==> src/rtl/ip_pkg.sv <==
// Shared IPv4 header constants and helpers, used by the transmit and receive header blocks.
package ip_pkg;

    localparam logic [7:0]  IPHL        = 8'h45;
    localparam logic [7:0]  TOS         = 8'h00;
    localparam logic [15:0] FLAG_OFFSET = 16'h0000;
    localparam logic [7:0]  IP_UDP_TYPE = 8'h11;
    localparam int          IP_HDR_LEN  = 20;

    // Total length wraps mod 2^16; upstream keeps udp_len small enough that it never does.
    function automatic logic [15:0] ip_total_len(input logic [15:0] udp_len);
        return udp_len + 16'(IP_HDR_LEN);
    endfunction

endpackage

==> src/rtl/ip_csum_fold.sv <==
// Ones-complement checksum finish: folds a 32-bit running sum to 16 bits and inverts it.
module ip_csum_fold (
    input  logic [31:0] i_acc,
    output logic [15:0] o_csum
);

    logic [16:0] w_fold1;
    logic [15:0] w_fold2;

    // After the first fold the value is at most 0x1FFFE, so the second fold cannot carry again.
    assign w_fold1 = {1'b0, i_acc[15:0]} + {1'b0, i_acc[31:16]};
    assign w_fold2 = w_fold1[15:0] + 16'(w_fold1[16]);
    assign o_csum  = ~w_fold2;

endmodule

==> src/rtl/ip_header_tx.sv <==
// IPv4 header generator: latches addresses/length on start, sums the header over five cycles,
// folds the checksum, then streams the 20 header bytes MSB-first on a valid/ready byte port.
module ip_header_tx
    import ip_pkg::*;
#(
    parameter logic [7:0]  TTL     = 8'hFF,
    parameter logic [15:0] ID_INIT = 16'h0000
) (
    input  logic        aclk,
    input  logic        aresetn,
    input  logic        start,
    input  logic [15:0] udp_len,
    input  logic [31:0] ip_s_addr,
    input  logic [31:0] ip_d_addr,
    output logic [7:0]  data_out,
    output logic        data_valid,
    input  logic        data_ready,
    output logic        data_last,
    output logic        busy
);

    typedef enum logic [1:0] {
        S_IDLE,
        S_CALC,
        S_FOLD,
        S_SEND
    } state_t;

    localparam logic [4:0] LAST_IDX = 5'(IP_HDR_LEN - 1);
    localparam logic [2:0] LAST_CNT = 3'd4;

    state_t      r_state;
    state_t      w_state_next;
    logic [2:0]  r_cnt;
    logic [4:0]  r_idx;
    logic [31:0] r_acc;
    logic [15:0] r_csum;
    logic [15:0] r_id;
    logic [15:0] r_udp_len;
    logic [31:0] r_s_addr;
    logic [31:0] r_d_addr;

    logic        w_handshake;
    logic [15:0] w_total_len;
    logic [15:0] w_word_a;
    logic [15:0] w_word_b;
    logic [15:0] w_csum;
    logic [159:0] w_hdr;
    logic [7:0]  w_hdr_bytes [IP_HDR_LEN];

    assign w_total_len = ip_total_len(r_udp_len);
    assign w_handshake = (r_state == S_SEND) && data_ready;

    assign w_hdr = {IPHL, TOS, w_total_len, r_id, FLAG_OFFSET,
                    TTL, IP_UDP_TYPE, r_csum, r_s_addr, r_d_addr};

    for (genvar gi = 0; gi < IP_HDR_LEN; gi++) begin : g_hdr_bytes
        assign w_hdr_bytes[gi] = w_hdr[159 - 8*gi -: 8];
    end

    // One pair of header words per CALC cycle; the checksum field itself counts as zero.
    always_comb begin
        w_word_a = 16'h0000;
        w_word_b = 16'h0000;
        case (r_cnt)
            3'd0: begin w_word_a = {IPHL, TOS};       w_word_b = w_total_len;      end
            3'd1: begin w_word_a = r_id;              w_word_b = FLAG_OFFSET;      end
            3'd2: begin w_word_a = {TTL, IP_UDP_TYPE}; w_word_b = 16'h0000;        end
            3'd3: begin w_word_a = r_s_addr[31:16];   w_word_b = r_s_addr[15:0];   end
            3'd4: begin w_word_a = r_d_addr[31:16];   w_word_b = r_d_addr[15:0];   end
            default: begin w_word_a = 16'h0000;       w_word_b = 16'h0000;         end
        endcase
    end

    ip_csum_fold u_csum_fold (
        .i_acc  (r_acc),
        .o_csum (w_csum)
    );

    always_comb begin
        w_state_next = r_state;
        data_valid   = 1'b0;
        data_last    = 1'b0;
        data_out     = 8'h00;
        busy         = (r_state != S_IDLE);
        case (r_state)
            S_IDLE: if (start) w_state_next = S_CALC;
            S_CALC: if (r_cnt == LAST_CNT) w_state_next = S_FOLD;
            S_FOLD: w_state_next = S_SEND;
            S_SEND: begin
                data_valid = 1'b1;
                data_out   = w_hdr_bytes[r_idx];
                data_last  = (r_idx == LAST_IDX);
                if (w_handshake && (r_idx == LAST_IDX)) w_state_next = S_IDLE;
            end
            default: w_state_next = S_IDLE;
        endcase
    end

    always_ff @(posedge aclk or negedge aresetn) begin
        if (!aresetn) begin
            r_state   <= S_IDLE;
            r_cnt     <= 3'd0;
            r_idx     <= 5'd0;
            r_acc     <= 32'd0;
            r_csum    <= 16'h0000;
            r_id      <= ID_INIT;
            r_udp_len <= 16'h0000;
            r_s_addr  <= 32'd0;
            r_d_addr  <= 32'd0;
        end else begin
            r_state <= w_state_next;
            case (r_state)
                S_IDLE: begin
                    if (start) begin
                        r_udp_len <= udp_len;
                        r_s_addr  <= ip_s_addr;
                        r_d_addr  <= ip_d_addr;
                        r_acc     <= 32'd0;
                        r_cnt     <= 3'd0;
                    end
                end
                S_CALC: begin
                    r_acc <= r_acc + 32'(w_word_a) + 32'(w_word_b);
                    r_cnt <= r_cnt + 3'd1;
                end
                S_FOLD: begin
                    r_csum <= w_csum;
                    r_idx  <= 5'd0;
                end
                S_SEND: begin
                    if (w_handshake) begin
                        r_idx <= r_idx + 5'd1;
                        if (r_idx == LAST_IDX) r_id <= r_id + 16'h0001;
                    end
                end
                default: ;
            endcase
        end
    end

endmodule

==> config.mk <==
export PLATFORM = sky130hd
export DESIGN_NAME = ip_header_tx
export DESIGN_NICKNAME = d
export VERILOG_FILES = /design/src/rtl/ip_pkg.sv /design/src/rtl/ip_csum_fold.sv /design/src/rtl/ip_header_tx.sv
export SDC_FILE = /design/constraint.sdc
export NUM_CORES = 1
export LEC_CHECK = 0
export BUFFER_PORTS_ARGS = -buffer_cell sky130_fd_sc_hd__buf_2
export CAP_MARGIN = 20
export CORE_UTILIZATION = 55
export DETAILED_ROUTE_END_ITERATION = 8
export GPL_TIMING_DRIVEN = 0
export PLACE_DENSITY = 0.86
export SLEW_MARGIN = 5
export SYNTH_ARGS = -nofsm -noshare
export SYNTH_HDL_FRONTEND = slang
export SYNTH_SLANG_ARGS = --single-unit
export TNS_END_PERCENT = 100
==> constraint.sdc <==
create_clock -name aclk -period 5.4 [get_ports aclk]
set_clock_uncertainty 0.2 [all_clocks]
set_input_delay 1.08 -clock aclk [delete_from_list [all_inputs] [get_ports aclk]]
set_output_delay 1.08 -clock aclk [all_outputs]
set_load 0.05 [all_outputs]
Word level (Yosys, flattened, before mapping) --
Index checks and enable logic that the tools add are counted.
Cells by class: add/subtract/negate cells 8, order comparisons 1, eq/ne operators 12, mux-type cells 18, bitwise operators 2, reductions and logical operators 12
Operators by type and width (number):
- $pmux 16 s5 | 1
- $add 32x16->32 | 2
- $pmux 32 s2 | 1
- $pmux 16 s3 | 1
- $bmux 8 s5 | 1
- $mux 32 | 1
- $mux 8 | 3
- $add 16x16->17 | 1
- $add 16x1->16 | 1
- $add 16x1->16 const B | 1
- $add 16x5->16 const B | 1
- $not 16->16 | 1
- $pmux 5 s2 | 1
- $pmux 2 s4 | 1
- $eq 3x2->1 const B | 2
- $ge 6x6->1 const B | 1
- $mux 2 | 3
- $ne 2x2->1 const B | 3
- $not 5->6 | 1
- $pmux 3 s2 | 1
- $reduce_and 2->1 | 3
- $reduce_and 3->1 | 2
- $reduce_bool 2->1 | 3
- $add 5x1->5 const B | 1
- other kinds (13) | 16
Word-level totals: register bits 154, output and inout port bits 11, word-level logic and storage cells 62

Logic depth before layout (Yosys ltp) --
Gate-level depths: netlist of run 1.
depth after elaboration 5, gate-level depth with buffers 19, mapped depth without buffers 17

By module --
From an unflattened synthesis of run 1, not the netlist that was laid out.
Second synthesis, totals: cells, all modules 1034, area total of the unflattened synthesis 10547.6 um2
By module, submodules not included:
- ip_header_tx | instances 1, cells an instance 892, area each 9439.1 um2, sequential area each 3853.7 um2
- ip_csum_fold | instances 1, cells an instance 142, area each 1108.6 um2, sequential area each 0.0 um2

Least setup slack after synthesis of run 1 --
Ideal clock, no wire load.
path type register to register, from reg r_cnt[2], to reg r_acc[28], library setup time 0.077 ns, arrival time 4.189 ns, path slack 0.933 ns, cell stages (with the launch flop) 19, cells stage by stage dfrtp_1 > clkbuf_1 > clkinv_1 > ha_1 > clkbuf_1 > and3_1 > clkbuf_1 > clkbuf_1 > a22o_1 > fa_1 > ha_1 > a21o_1 > a21o_1 > a21oi_1 > o2111ai_1 > o21ai_1 > a21oi_1 > a31o_2 > a21oi_1
Between the ends: longest elaborated chain between the ends 5, elaborated cells on any way between the ends 10, classes of those cells 2 x add/sub; 4 x eq/ne; 3 x mux; 1 x reduce/logical
Ends and longest elaborated chain:
- from (decl) | RTL line ip_header_tx.sv:34 | logic [2:0] r_cnt;
- from (signal assigned) | RTL line ip_header_tx.sv:125 | r_cnt <= r_cnt + 3'd1;
- $eq 3x3->1, or another cell as far along | RTL line ip_header_tx.sv:65 | case (r_cnt)
- $pmux 16 s5 | RTL line ip_header_tx.sv:65
- $add 32x16->32 | RTL line ip_header_tx.sv:124 | r_acc <= r_acc + 32'(w_word_a) + 32'(w_word_b);
- $add 32x16->32 * | RTL line ip_header_tx.sv:124
- $pmux 32 s2 * | RTL line ip_header_tx.sv:113 | case (r_state)
- to (signal assigned) | RTL line ip_header_tx.sv:124
- to (decl) | RTL line ip_header_tx.sv:36 | logic [31:0] r_acc;
Mark *: on every way between the ends. The rest lies on a longest branch, timed or not. A chain may end at the register's enable or synchronous reset.

Worst setup path in the final report of run 1 --
from reg r_cnt[0], to reg r_acc[29]
The elaborated chain is that of the path after synthesis.

==> flow_summary.json, run 1 <==
{
  "coreArea_um2": 18200,
  "dieArea_um2": 19400,
  "numPlacedInstances": 1345,
  "grt_max_degree": 96,
  "slew_headroom_pct": 43.0,
  "post_cts_buffers": 0,
  "synth_cell_types": 71,
  "worstSkewPairLatency_ns": 0.44,
  "h-tree-depth": 4,
  "rsz0062_at_grt": "no",
  "syn_to_final_growth_pct": 13.4,
  "viasPerCell": 6.52,
  "yosysTopAreaCell": "dfrtp_1",
  "die_w_um": 139,
  "io_buffers": 93,
  "cts_tree": "yes",
  "synth_top_area_share_pct": 37.1,
  "finalSetupViolCount": 0,
  "hpwlAfterDp_mm": 24.2,
  "die_h_um": 139,
  "rows": 49,
  "cellPowerDensity_nw_per_um2": 640,
  "vias": 8971,
  "drtPass1Iterations": 5,
  "clkTransAtPathRegs_ns": 0.08,
  "maxCapViolCount": 0,
  "grt_pass1_vias": 8839,
  "outcome": "completed",
  "syn-mean-instance-area_um2": 10.2,
  "hold_violations": 0,
  "dpl-instance-area_um2": 11200,
  "antenna_found_initial": 0,
  "cts_hold_buffers": 0,
  "synth_area_leaders": "dfrtp_1, mux2_2, ha_1, fa_1, mux4_2",
  "pin_count": 95,
  "power_w": 0.00754,
  "post-route-drc-count": 0,
  "min_path_type": "reg -> reg",
  "slew_viol_final": 0,
  "cts.sinks": 154,
  "hold_slack_ns": 0.321,
  "worst_slew_pin_slew_ns": 0.854,
  "worstSetupPathType": "reg -> reg",
  "finalNonFillerCells": 1376,
  "vdd_drop_max_v": 0.000391,
  "clk_path_buf_depth": 2,
  "synth_edf_count": 0,
  "synth-async-reset-ratio_pct": 100,
  "wl_mm": 31.7,
  "grt_use_total_pct": 33.5,
  "p_leak_nw": 5.10,
  "worst_ep_arrival_time_ns": 5.25,
  "critPathRequiredTime_ns": 5.50,
  "initial_utilization_pct": 57.0,
  "cts_made_buffers": 17,
  "root_buffer": "clkbuf_16",
  "synth_ff_type": "dfrtp_1",
  "post-route-period-util_pct": 95.4,
  "synthCells": 1022,
  "grt_pass1_wl_mm": 49.1,
  "crit_path_end_kind": "flop",
  "syn_nets": 1170,
  "n_antenna_cell": 0,
  "fin_crit_ns": 5.15,
  "routabilityCongestion": 1.02,
  "antenna_left": 0,
  "wl_per_cell_um": 23.0,
  "syn-cell-area_um2": 10400,
  "ys.warnings.count": 0,
  "nNetsFinal": 1282,
  "design_area_um2": 11800,
  "gr-total-overflow": 0,
  "post_route_cells_drive_above_1_share_pct": 23.5,
  "ys_seq_elements": 154,
  "max_freq_mhz": 194,
  "start_kind": "flop",
  "crit_fanout": 10,
  "setup_tns_ns": 0,
  "ys_seq_area_share_pct": 37.1,
  "drt_iter0_markers": 1196
}
[registers in the layout (all words and copies together), names as in the netlist]
name / count
r_acc: 32
r_d_addr: 32
r_s_addr: 32
r_csum: 16
r_id: 16
r_udp_len: 16
r_idx: 5
r_cnt: 3
r_state: 2
[layout by cell type, fill, tap and decap left out, types with 4 or more instances in the layout]
master / Yosys / routed
nand4_1: 15 / 15
a211oi_1: 14 / 13
nand2_1: 93 / 93
dfrtp_1: 154 / 153
o21bai_1: 5 / 5
o21ai_0: 63 / 61
a21oi_1: 53 / 53
clkbuf_1: 45 / 40
nand2b_1: 5 / 5
or2_2: 4 / 4
xnor2_1: 41 / 41
inv_8: 0 / 4
inv_6: 0 / 4
xor2_1: 33 / 33
ha_1: 46 / 46
a22oi_1: 18 / 18
nor3_1: 12 / 12
mux4_2: 16 / 16
inv_1: 26 / 26
nor2b_1: 11 / 11
a31oi_1: 10 / 10
o221ai_1: 4 / 4
nor2_1: 66 / 66
clkbuf_2: 0 / 4
mux2i_1: 12 / 12
clkbuf_16: 0 / 17
and2_1: 5 / 5
fa_1: 18 / 18
mux2_2: 94 / 94
a221oi_1: 9 / 9
a22o_1: 22 / 22
o211ai_1: 6 / 6
nand4b_1: 4 / 4
nand3b_1: 4 / 4
nand3_1: 23 / 23
and3_1: 9 / 9
buf_2: 3 / 95
a21o_1: 18 / 18
o22ai_1: 5 / 5
[kinds of logic after synthesis]
kind of cell | Yosys count | share of synthesized area, %
adders and majority gates | 64 | 9.01
xor gates and xnor gates | 74 | 6.24
buffers and inverters | 78 | 2.85
AOI/OAI and AO/OA | 263 | 17.4
DFF | 154 | 37.1
muxes | 123 | 15.0
and+or+nand+nor | 266 | 12.4
[cells in the mapped netlist (all sizes together) (23+ instances only)]
cell type    n
a21oi       55
clkbuf      45
dfrtp      154
ha          46
inv         26
mux2        95
nand2       93
nand3       23
nor2        66
o21ai       65
xnor2       41
xor2        33
[layer usage]
metal  part of all wire, %  routed length (um)  global-route usage (%)  vias up
met3                   8.6                2720                    6.47      117
met2                    45               14300                    51.9      528
met5                     0                   0                       0        -
li1                      -                   -                       -     3982
met1                    41               12900                    44.6     4344
met4                   5.5                1750                    18.2        0
[metrics by stage]
step                      util, %  worst slack [ns]
after floorplan                 -             0.933
after global placement       61.2           -0.0625
after detailed placement     61.4            -0.112
after CTS                    64.6         0.0000471
after global routing         64.7            0.0218
final                        64.7             0.251
[final timing paths]
| path | start | end | slack (ns) | depth (start not counted) |
|---|---|---|---|---|
| setup / recovery | r_cnt[0]$_DFFE_PN0P_ | r_acc[29]$_DFFE_PN0P_ | 0.25 | 16 |
| hold / removal | r_csum[14]$_DFFE_PN0P_ | r_csum[14]$_DFFE_PN0P_ | 0.32 | 1 |
| setup reg to reg | r_cnt[0]$_DFFE_PN0P_ | r_acc[29]$_DFFE_PN0P_ | 0.25 | 16 |
| hold reg to reg | r_csum[14]$_DFFE_PN0P_ | r_csum[14]$_DFFE_PN0P_ | 0.32 | 1 |
| max in group asynchronous | aresetn | r_id[1]$_DFFE_PN0P_ | 3.84 | 2 |
| min in group asynchronous | aresetn | r_acc[12]$_DFFE_PN0P_ | 0.37 | 1 |
[power by group]
part / switching [W] / internal [W] / leakage, nW
Combinational: 0.00241 / 0.00175 / 2.92
Clock: 0.000569 / 0.000617 / 0.281
Sequential: 0.000576 / 0.00161 / 1.90
Total: 0.00356 / 0.00398 / 5.10
[repair_timing]
action,in CTS,in global routing
gates cloned,0,0
setup endpoints to repair,7,21
resized for setup,1,14
[final cells by class]
class                      count  area [um2]
timing repair buffer          94         503
buffer                        50         196
tap                          229         287
clock buffer                  17         425
clock inverter                15         158
inverter                      27         105
sequential                   154        3850
multi-input combinational    790        6250
fill                        1397        6430
[worst max-delay path, stage by stage, from the launching register on]
cell and delay, ns:
dfrtp_1 0.44, ha_1 0.29, or3_1 0.39, a21oi_1 0.49
clkbuf_2 0.40, a21oi_1 0.13, fa_1 0.40, ha_1 0.23
fa_1 0.41, a21o_1 0.20, a21o_1 0.21, a211oi_1 0.29
o31a_1 0.27, o211ai_2 0.24, nand4b_1 0.19, xor2_1 0.17
nor2_1 0.06
(Power assumes the default switching activity.)
==> inputs of run 2 (changes only) <==
--- a/config.mk
+++ b/config.mk
@@ -7,10 +7,12 @@
 export LEC_CHECK = 0
 export BUFFER_PORTS_ARGS = -buffer_cell sky130_fd_sc_hd__buf_2
 export CAP_MARGIN = 20
-export CORE_UTILIZATION = 55
+export CELL_PAD_IN_SITES_DETAIL_PLACEMENT = 2
+export CELL_PAD_IN_SITES_GLOBAL_PLACEMENT = 2
+export CORE_UTILIZATION = 39
 export DETAILED_ROUTE_END_ITERATION = 8
 export GPL_TIMING_DRIVEN = 0
-export PLACE_DENSITY = 0.86
+export PLACE_DENSITY = 0.91
 export SLEW_MARGIN = 5
 export SYNTH_ARGS = -nofsm -noshare
 export SYNTH_HDL_FRONTEND = slang
==> run 2 against run 1 <==
Compared with the run above: the flow now finishes with violations (setup timing); count of clock-buffer cells in the layout stayed put; register-to-register slack lost 0.36 ns; flip-flop and latch count unchanged; sequential share of layout area shrank 0.59 points; worst hold slack got worse by 0.0013 ns; final area grew 1.8%; non-clock buffer count unchanged; core utilization is 19 points lower; die area is 40% higher; global-route usage up 4.3 points; first-iteration DRC count is 16% lower; via count is 11% higher; largest cell class unchanged; highest routed layer is now met5.
==> flow_summary.json, run 2 (synthesized netlist as in run 1, its figures left out) <==
{
  "multiInputGateArea_um2": 6300,
  "cpPeakStageDelay_ns": 0.61,
  "clk_path_buf_depth": 2,
  "n_antenna_cell": 0,
  "power_frac_clock_pct": 14.7,
  "crit_fanout": 5,
  "syn_to_final_growth_pct": 15.5,
  "min_path_type": "in -> async",
  "root_buffer": "clkbuf_16",
  "cts_hold_buffers": 0,
  "final_cell_mix": "dfrtp_1, buf_2, mux2_2",
  "finalNonFillerCells": 1482,
  "coreArea_um2": 26100,
  "grt_pass1_wl_mm": 74.0,
  "internal-power_w": 0.00407,
  "cts.sinks": 154,
  "die_h_um": 165,
  "vdd_drop_max_v": 0.000445,
  "wl_met3_mm": 4.55,
  "vias": 9949,
  "hold_violations": 0,
  "h-tree-depth": 4,
  "rr_worst_depth": 16,
  "routabilityCongestion": 0.993,
  "wl_mm": 51.3,
  "regArea_um2": 3850,
  "gr-total-overflow": 0,
  "routedLengthMet1_mm": 18.2,
  "critical_path.top_delay_family": "compound AO/OA/AOI/OAI gates",
  "slew_viol_final": 0,
  "combPwrFrac_pct": 58.1,
  "worstSetupPathType": "reg -> reg",
  "worst_ep_arrival_time_ns": 5.64,
  "setup_tns_ns": -0.381,
  "rows": 59,
  "p_sw_w": 0.00466,
  "slew_headroom_pct": 32.8,
  "crit_cells": 16,
  "final_common_cell": "dfrtp_1",
  "grt_max_degree": 94,
  "io_buffers": 93,
  "grt_use_total_pct": 37.9,
  "drt_iter0_markers": 1002,
  "critPathRequiredTime_ns": 5.53,
  "crit_path_end_kind": "flop",
  "dr_wl_met2_mm": 24.2,
  "design_area_um2": 12000,
  "violations": "setup timing",
  "cts_tree": "yes",
  "start_kind": "flop",
  "p_sw_share_pct": 53.4,
  "num-fill-cells": 2696,
  "numPlacedInstances": 1451,
  "wl_per_cell_um": 34.6,
  "endpoint": "r_acc[30]$_DFFE_PN0P_",
  "path_cells": "a21oi_1, nor2b_1, and4_1, xnor2_1, o21ai_0, a22o_1, fa_1, ha_1, a21oi_1, a31oi_1, and3_1, o21ai_2, buf_4, a2111oi_2, xnor2_1, nor2_1",
  "post-route-drc-count": 0,
  "drtPass1Iterations": 5,
  "dpl-instance-area_um2": 11300,
  "viasPerCell": 6.71,
  "antenna_found_initial": 1,
  "fin_crit_ns": 5.51,
  "cts_made_buffers": 17,
  "worstSkewPairLatency_ns": 0.48,
  "antenna_left": 0,
  "initial_utilization_pct": 39.9,
  "maxCapViolCount": 0,
  "clkTransAtPathRegs_ns": 0.09,
  "cellPowerDensity_nw_per_um2": 727,
  "post_route_cells_drive_above_1_share_pct": 24.4,
  "pin_count": 95,
  "grt_pass1_vias": 11100,
  "nNetsFinal": 1282,
  "top_regs": "r_acc x32, r_d_addr x32, r_s_addr x32",
  "worst_slew_pin_slew_ns": 1.01,
  "critPathSlowestCell": "dfrtp_1",
  "p_seq_share_pct": 27.2,
  "max_freq_mhz": 181,
  "dieArea_um2": 27300,
  "die_w_um": 165,
  "cp.buffers_inverters": 1,
  "top_layer": "met5",
  "cp-startpoint": "r_udp_len[2]$_DFFE_PN0P_",
  "post-route-period-util_pct": 102,
  "p_leak_nw": 5.15,
  "reg2reg_from": "r_udp_len[2]$_DFFE_PN0P_",
  "layout_setup_ws_ns": -0.112,
  "finalSetupViolCount": 7,
  "hpwlAfterDp_mm": 33.7,
  "outcome": "finished, violations left",
  "timing.rr.end": "r_acc[30]$_DFFE_PN0P_",
  "r2r_slack_ns": -0.11
}
[run 2: worst register-to-register path: stages, from the launching register on]
cell and delay, ns:
dfrtp_1 0.61, a21oi_1 0.24, nor2b_1 0.41, and4_1 0.34, xnor2_1 0.19, o21ai_0 0.35
a22o_1 0.38, fa_1 0.48, ha_1 0.42, a21oi_1 0.19, a31oi_1 0.36, and3_1 0.25
o21ai_2 0.12, buf_4 0.18, a2111oi_2 0.42, xnor2_1 0.18, nor2_1 0.06
[run 2: power by group through the flow]
| stage | combinational, W | clock, W | sequential (W) |
|---|---|---|---|
| 5_1_grt | 0.00524 | 0.00132 | 0.00235 |
| 6_report | 0.00506 | 0.00129 | 0.00237 |
| 4_1_cts | 0.00474 | 0.00128 | 0.00229 |
| 3_3_place_gp | 0.00403 | 0 | 0.00215 |
| 3_5_place_dp | 0.00440 | 0 | 0.00224 |
| 2_1_floorplan | 0.00304 | 0 | 0.00191 |
[run 2: area by class of cell]
| type | instances | share of cell area, % |
|---|---|---|
| Buffer | 48 | 1.61 |
| Clock buffer | 17 | 3.55 |
| Clock inverter | 15 | 1.40 |
| Inverter | 27 | 0.855 |
| Multi-Input combinational cell | 790 | 52.5 |
| Sequential cell | 154 | 32.1 |
| Tap cell | 335 | 3.49 |
| Timing Repair Buffer | 96 | 4.42 |
[run 2: worst min path at each step]
stage	start	end	cells past startpoint
after detailed placement	r_csum[7]$_DFFE_PN0P_	r_csum[7]$_DFFE_PN0P_	1
after CTS	r_csum[7]$_DFFE_PN0P_	r_csum[7]$_DFFE_PN0P_	1
after floorplan	r_id[15]$_DFFE_PN0P_	r_id[15]$_DFFE_PN0P_	1
after global routing	r_csum[7]$_DFFE_PN0P_	r_csum[7]$_DFFE_PN0P_	1
after global placement	r_csum[12]$_DFFE_PN0P_	r_csum[12]$_DFFE_PN0P_	1
final	aresetn	r_udp_len[8]$_DFFE_PN0P_	1
[run 2: layer usage]
metal  vias up  GRT usage (%)
met5         -              0
met4         4           27.9
met3       273           9.44
met2       707           61.2
met1      4989           43.5
li1       3976              -
[run 2: stage by stage]
| stage | hold slack, ns | total power [W] | setup slack [ns] | util (%) |
|---|---|---|---|---|
| floorplan | 0.263 | 0.00494 | 0.933 | - |
| global placement | 0.290 | 0.00618 | -0.237 | 43.3 |
| detailed placement | 0.302 | 0.00663 | -0.665 | 43.4 |
| CTS | 0.320 | 0.00831 | 0.00243 | 45.8 |
| global route | 0.335 | 0.00892 | -0.0750 | 46.0 |
| finish | 0.319 | 0.00872 | -0.112 | 46.0 |
[run 2: what timing repair did]
item	CTS	global route
setup endpoints to repair	25	16
pin swaps	1	2
buffers inserted	1	1
resized for setup	12	14
==> inputs of run 3 (changes only) <==
--- a/config.mk
+++ b/config.mk
@@ -6,13 +6,12 @@
 export NUM_CORES = 1
 export LEC_CHECK = 0
 export BUFFER_PORTS_ARGS = -buffer_cell sky130_fd_sc_hd__buf_2
-export CAP_MARGIN = 20
 export CELL_PAD_IN_SITES_DETAIL_PLACEMENT = 2
 export CELL_PAD_IN_SITES_GLOBAL_PLACEMENT = 2
 export CORE_UTILIZATION = 39
 export DETAILED_ROUTE_END_ITERATION = 8
 export GPL_TIMING_DRIVEN = 0
-export PLACE_DENSITY = 0.91
+export PLACE_DENSITY = 0.86
 export SLEW_MARGIN = 5
 export SYNTH_ARGS = -nofsm -noshare
 export SYNTH_HDL_FRONTEND = slang
==> run 3 against run 2 <==
Compared with the run above: the flow now finishes without violations; highest routed layer is now met4; sequential power fell by 2%; clock power hardly changed; count of clock-buffer cells in the layout did not move; global-route usage decreased by 3.1 points; critical path type unchanged.
==> flow_summary.json, run 3 (synthesized netlist as in run 1, its figures left out) <==
{
  "outcome": "completed",
  "p_leak_nw": 5.16,
  "numPlacedInstances": 1451,
  "pin_count": 95,
  "die_w_um": 165,
  "clkTransAtPathRegs_ns": 0.08,
  "antenna_found_initial": 0,
  "p_sw_share_pct": 51.5,
  "internal-power_w": 0.00405,
  "p_sw_w": 0.00430,
  "cts_hold_buffers": 0,
  "final_common_cell": "dfrtp_1",
  "path_cells": "ha_1, ha_1, and3_1, clkbuf_1, buf_2, a22o_1, fa_1, ha_1, nand3_1, nor4_4, o21ai_4, a2111oi_2, xnor2_1, nor2_1",
  "power_frac_clock_pct": 15.4,
  "post-route-period-util_pct": 98.3,
  "worst_ep_arrival_time_ns": 5.42,
  "drt_iter0_markers": 976,
  "slew_headroom_pct": 31.6,
  "initial_utilization_pct": 39.9,
  "r2r_slack_ns": 0.09,
  "timing.rr.end": "r_acc[30]$_DFFE_PN0P_",
  "cellPowerDensity_nw_per_um2": 695,
  "whs_endpoint": "r_csum[12]$_DFFE_PN0P_",
  "post-route-drc-count": 0,
  "min_path_type": "reg -> reg",
  "h-tree-depth": 4,
  "critical_path.top_delay_family": "adder cells",
  "grt_pass1_wl_mm": 68.6,
  "vias": 9630,
  "design_area_um2": 12000,
  "cpPeakStageDelay_ns": 0.57,
  "dieArea_um2": 27300,
  "reg2reg_from": "r_cnt[0]$_DFFE_PN0P_",
  "grt_use_total_pct": 34.8,
  "hold_slack_ns": 0.321,
  "hpwlAfterDp_mm": 32.1,
  "worst_slew_pin_slew_ns": 1.03,
  "cp.buffers_inverters": 2,
  "wl_per_cell_um": 30.9,
  "gr-total-overflow": 0,
  "dpl-instance-area_um2": 11300,
  "whs_path_depth": 1,
  "combPwrFrac_pct": 56.8,
  "cts_tree": "yes",
  "worstSetupPathType": "reg -> reg",
  "maxCapViolCount": 0,
  "hold_path.startpoint": "r_csum[12]$_DFFE_PN0P_",
  "crit_cells": 14,
  "critPathRequiredTime_ns": 5.51,
  "fin_crit_ns": 5.31,
  "setup_tns_ns": 0,
  "crit_top_cell": "ha_1",
  "drtPass1Iterations": 6,
  "rows": 59,
  "rsz0062_at_grt": "no",
  "die_h_um": 165,
  "start_kind": "flop",
  "root_buffer": "clkbuf_16",
  "grt_max_degree": 88,
  "nNetsFinal": 1282,
  "crit_fanout": 10,
  "coreArea_um2": 26100,
  "hold_violations": 0,
  "syn_to_final_growth_pct": 15.8,
  "viasPerCell": 6.49,
  "top_regs": "r_acc x32, r_d_addr x32, r_s_addr x32",
  "cts_made_buffers": 17,
  "finalSetupViolCount": 0,
  "num-fill-cells": 2682,
  "post_route_cells_drive_above_1_share_pct": 24.7,
  "critPathSlowestCell": "a2111oi_2",
  "cp-startpoint": "r_cnt[0]$_DFFE_PN0P_",
  "wl_mm": 45.8,
  "final_cell_mix": "dfrtp_1, buf_2, mux2_2",
  "power_w": 0.00835,
  "slew_viol_final": 0,
  "io_buffers": 93,
  "antenna_left": 0,
  "cts.sinks": 154,
  "routabilityCongestion": 0.932,
  "rr_worst_depth": 14,
  "worstSkewPairLatency_ns": 0.46,
  "p_seq_share_pct": 27.8,
  "clk_path_buf_depth": 2,
  "max_freq_mhz": 188,
  "finalNonFillerCells": 1483,
  "vdd_drop_max_v": 0.000377,
  "crit_path_end_kind": "flop",
  "grt_pass1_vias": 10600
}
[run 3: cell count changes in the layout (fill, tap and decap cells not counted), moves of 2 or more]
cell      delta
inv_6        -4
clkinv_8     +4
a21oi_1      -2
clkbuf_2     -2
[run 3: worst max-delay path by stage]
stage	to	slack [ns]
floorplan	r_acc[28]$_DFFE_PN0P_	0.93
global placement	r_acc[28]$_DFFE_PN0P_	-0.19
detailed placement	r_acc[30]$_DFFE_PN0P_	-0.40
CTS	r_acc[28]$_DFFE_PN0P_	0.002
global route	r_acc[30]$_DFFE_PN0P_	0.02
finish	r_acc[30]$_DFFE_PN0P_	0.09
[run 3: worst reg2reg max path: stages, from the launching register on]
cell	delay [ns]
dfrtp_1	0.45
ha_1	0.36
ha_1	0.42
and3_1	0.22
clkbuf_1	0.27
buf_2	0.33
a22o_1	0.32
fa_1	0.49
ha_1	0.39
nand3_1	0.21
nor4_4	0.48
o21ai_4	0.14
a2111oi_2	0.57
xnor2_1	0.25
nor2_1	0.08
[run 3: area by class of cell]
| cell class | instances | area (um2) | share of cell area (%) |
|---|---|---|---|
| Tap cell | 335 | 419 | 3.48 |
| Antenna cell | 1 | 2.50 | 0.0208 |
| Timing Repair Buffer | 96 | 518 | 4.31 |
| Clock buffer | 17 | 425 | 3.54 |
| Multi-Input combinational cell | 790 | 6310 | 52.5 |
| Sequential cell | 154 | 3850 | 32.1 |
| Inverter | 27 | 103 | 0.853 |
| Clock inverter | 15 | 199 | 1.65 |
| Buffer | 48 | 194 | 1.61 |
[run 3: per-stage QoR]
| stage | util [%] | setup slack [ns] |
|---|---|---|
| 2_1_floorplan | - | 0.933 |
| 6_report | 46.2 | 0.0911 |
| 5_1_grt | 46.1 | 0.0238 |
| 3_3_place_gp | 43.3 | -0.188 |
| 4_1_cts | 45.9 | 0.00248 |
| 3_5_place_dp | 43.4 | -0.401 |
[run 3: what timing repair did]
action	CTS	global route
resized for setup	12	19
setup buffers	0	2
endpoints found under the setup margin	22	16
hold endpoints to repair	0	0
pin swaps	0	2
[run 3: layer usage]
layer / vias to the layer above / share of wire, % / global-route usage [%]
li1: 3970 / - / -
met1: 4964 / 39 / 42.0
met2: 525 / 48 / 56.8
met3: 171 / 7.1 / 6.84
met4: 0 / 6.4 / 21.8
met5: - / 0 / 0
[run 3: power groups by stage]
| stage | clock, W | combinational, W | sequential (W) |
|---|---|---|---|
| floorplan | 0 | 0.00304 | 0.00191 |
| global placement | 0 | 0.00407 | 0.00217 |
| detailed placement | 0 | 0.00435 | 0.00222 |
| CTS | 0.00129 | 0.00458 | 0.00226 |
| global route | 0.00132 | 0.00497 | 0.00232 |
| finish | 0.00128 | 0.00475 | 0.00232 |
